$ cat config.mk
export PLATFORM = sky130hd
export DESIGN_NAME = seq_detect_ctrl
export DESIGN_NICKNAME = d
export VERILOG_FILES = /design/src/rtl/seq_detect_pkg.sv /design/src/rtl/seq_match_core.sv /design/src/rtl/seq_detect_ctrl.sv
export SDC_FILE = /design/constraint.sdc
export NUM_CORES = 1
export LEC_CHECK = 0
export ABC_AREA = 1
export CAP_MARGIN = 15
export CORE_ASPECT_RATIO = 1.4
export CORE_UTILIZATION = 30
export CTS_CLUSTER_DIAMETER = 30
export DETAILED_ROUTE_END_ITERATION = 16
export HOLD_SLACK_MARGIN = 0.1
export SYNTH_ARGS = -nofsm -noshare
export SYNTH_HDL_FRONTEND = slang
export SYNTH_SLANG_ARGS = --single-unit
export TNS_END_PERCENT = 30
$ cat constraint.sdc
create_clock -name clk -period 4.4 [get_ports clk]
set_input_delay 1.1 -clock clk [delete_from_list [all_inputs] [get_ports clk]]
set_output_delay 1.1 -clock clk [all_outputs]
set_load 0.02 [all_outputs]
$ cat src/rtl/seq_detect_pkg.sv
// Shared definitions for the serial pattern detector: FSM encoding and pattern width.
package seq_detect_pkg;

    localparam int unsigned PAT_W = 4;

    typedef enum logic {
        IDLE  = 1'b0,
        SHIFT = 1'b1
    } state_e;

endpackage

$ cat src/rtl/seq_match_core.sv
// Bit history, fill tracking and pattern compare; match is combinational on the
// bit being consumed so the parent can register it on the same edge.
module seq_match_core
    import seq_detect_pkg::*;
(
    input  logic             clk,
    input  logic             reset,
    input  logic             bit_en,
    input  logic             bit_in,
    input  logic [PAT_W-1:0] pattern,
    output logic             match
);

    logic [PAT_W-1:0] hist_q, hist_d;
    logic [2:0]       fill_q, fill_d;

    always_comb begin
        hist_d = {hist_q[PAT_W-2:0], bit_in};
        fill_d = (fill_q == 3'(PAT_W)) ? fill_q : fill_q + 3'd1;
        // Compare against the history as it will be after this bit lands.
        match  = bit_en && (fill_d == 3'(PAT_W)) && (hist_d == pattern);
    end

    always_ff @(posedge clk) begin
        if (reset) begin
            hist_q <= '0;
            fill_q <= '0;
        end else if (bit_en) begin
            hist_q <= hist_d;
            fill_q <= fill_d;
        end
    end

endmodule

$ cat src/rtl/seq_detect_ctrl.sv
// Word-serialising front end for seq_match_core with saturating match counter
// and sticky threshold interrupt.
module seq_detect_ctrl
    import seq_detect_pkg::*;
#(
    parameter int unsigned DATA_W = 8,
    parameter int unsigned CNT_W  = 8
) (
    input  logic              clk,
    input  logic              reset,
    input  logic              in_valid,
    input  logic [DATA_W-1:0] in_data,
    output logic              in_ready,
    input  logic [PAT_W-1:0]  cfg_pattern,
    input  logic [CNT_W-1:0]  cfg_thresh,
    input  logic              irq_clr,
    output logic              match_pulse,
    output logic [CNT_W-1:0]  match_count,
    output logic              irq,
    output logic              busy
);

    localparam int unsigned        BCNT_W    = $clog2(DATA_W);
    localparam logic [BCNT_W-1:0]  BCNT_LAST = BCNT_W'(DATA_W - 1);
    localparam logic [CNT_W-1:0]   CNT_MAX   = '1;

    state_e             state_q;
    logic [DATA_W-1:0]  shreg_q;
    logic [BCNT_W-1:0]  bitcnt_q;
    logic [PAT_W-1:0]   pat_q;
    logic               match_pulse_q;
    logic [CNT_W-1:0]   count_q, count_d;
    logic               irq_q, irq_d;
    logic               bit_en;
    logic               match;

    assign bit_en = (state_q == SHIFT);

    seq_match_core u_core (
        .clk     (clk),
        .reset   (reset),
        .bit_en  (bit_en),
        .bit_in  (shreg_q[DATA_W-1]),
        .pattern (pat_q),
        .match   (match)
    );

    // A clear wins over the old count but still registers a coincident match.
    always_comb begin
        count_d = count_q;
        irq_d   = irq_q;
        if (irq_clr) begin
            count_d = match ? CNT_W'(1) : '0;
            irq_d   = match && (cfg_thresh == CNT_W'(1));
        end else if (match && (count_q != CNT_MAX)) begin
            count_d = count_q + CNT_W'(1);
            if ((cfg_thresh != '0) && (count_d == cfg_thresh)) begin
                irq_d = 1'b1;
            end
        end
    end

    always_ff @(posedge clk) begin
        if (reset) begin
            state_q       <= IDLE;
            shreg_q       <= '0;
            bitcnt_q      <= '0;
            pat_q         <= '0;
            match_pulse_q <= 1'b0;
            count_q       <= '0;
            irq_q         <= 1'b0;
        end else begin
            match_pulse_q <= match;
            count_q       <= count_d;
            irq_q         <= irq_d;
            case (state_q)
                IDLE: begin
                    if (in_valid) begin
                        shreg_q  <= in_data;
                        pat_q    <= cfg_pattern;
                        bitcnt_q <= BCNT_LAST;
                        state_q  <= SHIFT;
                    end
                end
                SHIFT: begin
                    shreg_q <= {shreg_q[DATA_W-2:0], 1'b0};
                    if (bitcnt_q == '0) begin
                        state_q <= IDLE;
                    end else begin
                        bitcnt_q <= bitcnt_q - BCNT_W'(1);
                    end
                end
                default: state_q <= IDLE;
            endcase
        end
    end

    assign in_ready    = (state_q == IDLE);
    assign busy        = (state_q == SHIFT);
    assign match_pulse = match_pulse_q;
    assign match_count = count_q;
    assign irq         = irq_q;

endmodule

==> impl_metrics.py, run 1 <==
metrics = {
    "sta": {
        "worst_slack_ns": 1.57,
        "slew_headroom": 0.580,
        "drv_slew": 0,
        "clock_skew_ns": 0.00706,
        "hold_slack_ns": 0.474,
        "fin_crit_sh": 0.644,
        "timing.fmax_mhz": 353,
        "hold_viol": 0,
        "setup_viol": 0,
        "worstMarginPinSlew_ns": 0.628,
        "post-route-min-period_ns": 2.83,
        "rsz0062_at_grt": "false",
        "fin_tns_setup_ns": 0,
    },
    "clock_network": {
        "cts_tree": "built",
        "cts_setup_buffers": 0,
        "clkLatencyLatePin_ns": 0.28,
        "clk_pin_slew_ns": 0.07,
        "clockBufferDepth": 2,
        "clock_sinks": 32,
        "cts_buffers": 5,
        "cts_hold_buf": 0,
        "cts_max_level": 2,
        "cts-root-buf": "clkbuf_8",
        "cts_resized": 0,
    },
    "global_route": {
        "globalRouteTotalUtil": 0.145,
        "grt_pass1_vias": 1667,
        "overflow": 0,
        "grt_pass1_wl_um": 6910,
        "grt_antenna_before_repair": 0,
        "grt_max_degree": 18,
    },
    "cells_and_area": {
        "stdcell_count": 375,
        "syn_to_final_growth_pct": 29.1,
        "drive_gt1_frac": 0.0554,
        "stdcell_area_um2": 2250,
        "final_util": 0.405,
        "nets": 335,
        "n_antenna_cell": 0,
    },
    "worst_hold_path": {
        "worstHoldStart": "shreg_q[0]",
        "min_path_type": "reg -> reg",
    },
    "place": {
        "port_buffers": 35,
        "post-place-ws_ns": 1.54,
        "dp_cells": 367,
        "place_area_um2": 2140,
        "gp_congestion": 0.784,
        "dp.final_hpwl_um": 2930,
    },
    "job": {
        "drv_cap": 0,
    },
    "power_and_ir_drop": {
        "cellPowerDensity_nw_per_um2": 328,
        "power_uw": 740,
        "vdd_drop_max_mv": 0.105,
        "leakagePower_nw": 1.04,
    },
    "synthesis": {
        "syn_inst": 270,
        "post_synth.cell_area_avg_um2": 6.46,
        "synth_cell_type_count": 27,
        "synth_warnings": 0,
        "ys_seq_area_frac": 0.367,
        "synth_area_um2": 1740,
        "ys_ff_latch": 32,
        "synth_nets": 299,
    },
    "setup_path": {
        "worstSetupStartpoint": "busy",
        "start_kind": "register",
        "crit_arrival_ns": 1.73,
        "critical_path.top_delay_family": "buffers and inverters",
        "critical_path_class": "reg -> out",
        "endpoint": "in_ready",
        "path_depth": 2,
        "crit_slowest_cell": "dfxtp_1",
        "critPathMaxStageDelay_ns": 0.68,
        "r2r_start": "busy",
        "cp.required_ns": 3.30,
        "cp_max_fo": 16,
        "cp-end-kind": "output pin",
        "cp_num_buf_inv": 2,
        "crit_path_cell_trace": "inv_2 > clkdlybuf4s50_1",
        "rr_endpoint": "pat_q[0]",
        "reg2reg_depth": 5,
        "r2r_setup_slack_ns": 2.36,
    },
    "drt": {
        "wl_per_cell_um": 10.3,
        "first_iter_violations": 48,
        "via_per_inst": 4.55,
        "drc": 0,
        "vias": 1706,
        "antenna_left": 0,
        "wl_um": 3860,
        "dr.pass1.iters": 4,
    },
    "floorplanning": {
        "rows": 32,
        "dieArea_um2": 6130,
        "die_x_um": 66.4,
        "start_util": 0.313,
        "io_pins": 36,
        "die_y_um": 92.2,
        "coreArea_um2": 5570,
    },
    "run_status": {
        "outcome": "completed",
    },
}
==> report_power, final <==
part / switching, mW / internal [mW] / total (mW)
clock: 0.109 / 0.168 / 0.277
combinational: 0.0737 / 0.0569 / 0.131
sequential: 0.0178 / 0.314 / 0.332
total: 0.201 / 0.539 / 0.740
==> flip-flops by register name, indices dropped and copies added (netlist names) <==
register,count
match_count,8
shreg_q,8
pat_q,4
bitcnt_q,3
u_core.fill_q,3
u_core.hist_q,3
busy,1
irq,1
match_pulse,1
==> metal layers <==
metal,global-route usage,wire length [um]
met2,0.263,1950
met1,0.157,1690
met4,0.0532,68
met3,0.0348,144
met5,0,0
==> cells in the mapped netlist <==
cell type  instances  area, um2
a211oi_1           2       15.0
a21oi_1           22        110
a21oi_2            2       17.5
a221oi_1           1       8.76
a22oi_1            6       45.0
and3_1             1       6.26
buf_1              1       3.75
buf_2              1       5.00
buf_4              1       7.51
buf_6              1       11.3
clkbuf_1           2       7.51
dfxtp_1           32        641
ha_1               5       62.6
inv_1             46        173
inv_2              2       7.51
nand2_1           83        312
nand2_2            1       6.26
nand3_1           18       90.1
nand3_2            1       10.0
nand4_1            2       12.5
nand4_2            1       12.5
nor2_1            20       75.1
nor2_2             2       12.5
nor2_4             1       11.3
nor4_1             1       6.26
o21ai_0           13       65.1
o21ai_1            2       10.0
==> cells by family (layout without fill, tap and decap cells) <==
kind of cell | after synthesis | count (layout) | share of synthesized area
buf+inv | 54 | 91 | 0.123
simple gates | 131 | 131 | 0.318
compound gates | 48 | 48 | 0.156
fa+ha+maj | 5 | 5 | 0.0359
flops | 32 | 32 | 0.367
==> layout make-up <==
class                   instances  area (um2)
clock inverters                 2        35.0
well taps                      68        85.1
clock buffers                   6        72.6
inverters                      48         180
repair buffers                 35         350
fillers                       619        3310
multi-input cells             184         888
flip-flops and latches         32         641
==> cell usage in the layout (no fill, tap or decap), types with 5 or more instances in the layout <==
cell type / instances
a22oi_1: 6
clkdlybuf4s50_1: 35
nand2_1: 83
ha_1: 5
clkbuf_8: 5
dfxtp_1: 32
nor2_1: 20
o21ai_0: 13
a21oi_1: 22
nand3_1: 18
inv_1: 46
==> tightest hold or removal path, cell delays in order, from the launching register on <==
cell	delay [ns]
dfxtp_1	0.31
nand2_1	0.06
a21oi_1	0.06
==> worst min-delay path by stage <==
| stage | endpoint | depth (start not counted) |
|---|---|---|
| finish | shreg_q[0] | 2 |
| floorplan | pat_q[0] | 2 |
| global route | pat_q[1] | 2 |
| global placement | pat_q[0] | 2 |
| CTS | shreg_q[0] | 2 |
| detailed placement | shreg_q[0] | 2 |
Power figures use the tool's default switching activity.
==> run 2, diff against run 1 <==
==> constraint.sdc (replaced) <==
create_clock -name clk -period 2.27 [get_ports clk]
set_input_delay 0.5675 -clock clk [delete_from_list [all_inputs] [get_ports clk]]
set_output_delay 0.5675 -clock clk [all_outputs]
set_load 0.02 [all_outputs]
==> run 2 against run 1 <==
Non-clock buffer count increased by 4. Total power up 96%. Combinational power grew 110%. Worst setup slack worse by 1.4 ns. Wire length grew 1.4%. Largest power group unchanged. Critical path type unchanged. Clock skew is 0.00096 ns lower. First-iteration DRC count grew 17%.
==> impl_metrics.py, run 2 (same netlist as run 1, synthesis figures left out) <==
metrics = {
    "drt": {
        "antenna_left": 0,
        "first_iter_violations": 56,
        "wl_per_cell_um": 10.3,
        "vias": 1728,
        "drc": 0,
        "wl_um": 3910,
        "dr.pass1.iters": 4,
        "via_per_inst": 4.56,
    },
    "global_route": {
        "grt_pass1_vias": 1738,
        "overflow": 0,
        "globalRouteTotalUtil": 0.148,
        "grt_max_degree": 18,
        "grt_antenna_before_repair": 0,
        "grt_pass1_wl_um": 7060,
    },
    "power_and_ir_drop": {
        "vdd_drop_max_mv": 0.250,
        "p_int_mw": 1.06,
        "combPwrFrac": 0.188,
        "leakagePower_nw": 1.06,
        "cellPowerDensity_nw_per_um2": 635,
        "pwr-share-clk": 0.372,
        "p_sw_uw": 393,
        "seqPwrFrac": 0.440,
        "p_sw_frac": 0.272,
    },
    "floorplanning": {
        "rows": 32,
        "start_util": 0.313,
        "die_x_um": 66.4,
        "coreArea_um2": 5570,
        "io_pins": 36,
        "die_y_um": 92.2,
        "dieArea_um2": 6130,
    },
    "clock_network": {
        "cts_max_level": 2,
        "clkLatencyLatePin_ns": 0.28,
        "cts_setup_buffers": 0,
        "cts_resized": 0,
        "cts_tree": "built",
        "clockBufferDepth": 2,
        "cts-root-buf": "clkbuf_8",
        "cts_hold_buf": 0,
        "clk_pin_slew_ns": 0.07,
        "cts_buffers": 5,
        "clock_sinks": 32,
    },
    "worst_hold_path": {
        "min_path_type": "reg -> reg",
    },
    "setup_path": {
        "start_kind": "register",
        "crit_arrival_ns": 1.49,
        "cp-end-kind": "output pin",
        "crit_path_cell_trace": "inv_2 > clkdlybuf4s50_1",
        "cp.required_ns": 1.70,
        "crit_slowest_cell": "clkdlybuf4s50_1",
        "critical_path_class": "reg -> out",
        "cp_max_fo": 9,
        "critPathMaxStageDelay_ns": 0.57,
    },
    "place": {
        "post-place-ws_ns": 0.324,
        "dp.final_hpwl_um": 2990,
        "gp_congestion": 0.806,
        "port_buffers": 35,
    },
    "cells_and_area": {
        "fillCellCount": 601,
        "drive_gt1_frac": 0.0675,
        "nets": 339,
        "syn_to_final_growth_pct": 30.8,
        "final_common_cell": "nand2_1",
        "n_antenna_cell": 0,
        "mostFrequentLayoutCells": "83 x nand2_1, 46 x inv_1, 35 x clkdlybuf4s50_1",
    },
    "sta": {
        "clock_skew_ns": 0.00611,
        "fin_crit_sh": 0.907,
        "timing.fmax_mhz": 486,
        "worst_slack_ns": 0.211,
        "fin_tns_setup_ns": 0,
        "worstMarginPinSlew_ns": 0.509,
        "setup_viol": 0,
        "rsz0062_at_grt": "false",
        "post-route-min-period_ns": 2.06,
        "drv_slew": 0,
        "slew_headroom": 0.660,
        "hold_viol": 0,
    },
    "run_status": {
        "outcome": "completed",
    },
    "job": {
        "drv_cap": 0,
    },
}
[run 2: stage by stage]
step           std cells  power, mW  hold slack [ns]  area (um2)   util
5_1_grt              379       1.53            0.501        2280  0.410
3_3_place_gp         371      0.919            0.461        2170  0.391
2_1_floorplan        270      0.821            0.443        1740      -
6_report             379       1.45            0.470        2280  0.410
4_1_cts              379       1.47            0.470        2280  0.410
3_5_place_dp         371      0.923            0.460        2170  0.391
[run 2: routing by layer]
layer / track usage / vias up / wire length (um)
li1: - / 932 / -
met1: 0.155 / 765 / 1760
met2: 0.276 / 27 / 1970
met3: 0.0373 / 4 / 137
met4: 0.0479 / 0 / 50
met5: 0 / - / 0
[run 2: cell type report]
| class | instances | area, um2 | area share |
|---|---|---|---|
| multi-input combinational | 184 | 888 | 0.389 |
| timing repair buffer | 39 | 380 | 0.167 |
| inverter | 48 | 180 | 0.0789 |
| tap | 68 | 85.1 | 0.0373 |
| clock inverter | 2 | 35.0 | 0.0154 |
| clock buffer | 6 | 72.6 | 0.0318 |
| sequential | 32 | 641 | 0.281 |
[run 2: path summary, 6_finish.rpt]
kind | startpoint | to | slack [ns] | depth (start not counted)
worst max register to register | match_count[0] | match_count[0] | 0.36 | 9
worst max-delay path | busy | in_ready | 0.21 | 2
worst min register to register | shreg_q[0] | shreg_q[0] | 0.47 | 2
worst min-delay path | shreg_q[0] | shreg_q[0] | 0.47 | 2
[run 2: power by group through the flow]
stage	clock, mW	combinational (mW)	sequential, mW
after detailed placement	0	0.274	0.649
after global placement	0	0.270	0.649
after CTS	0.554	0.275	0.637
final	0.539	0.272	0.637
after global routing	0.576	0.315	0.643
after floorplan	0	0.178	0.643
[run 2: worst max-delay path, delay by kind of cell (launching register included)]
family	cells	cell delay [ns]
buffers and inverters	2	0.72
DFF	1	0.50
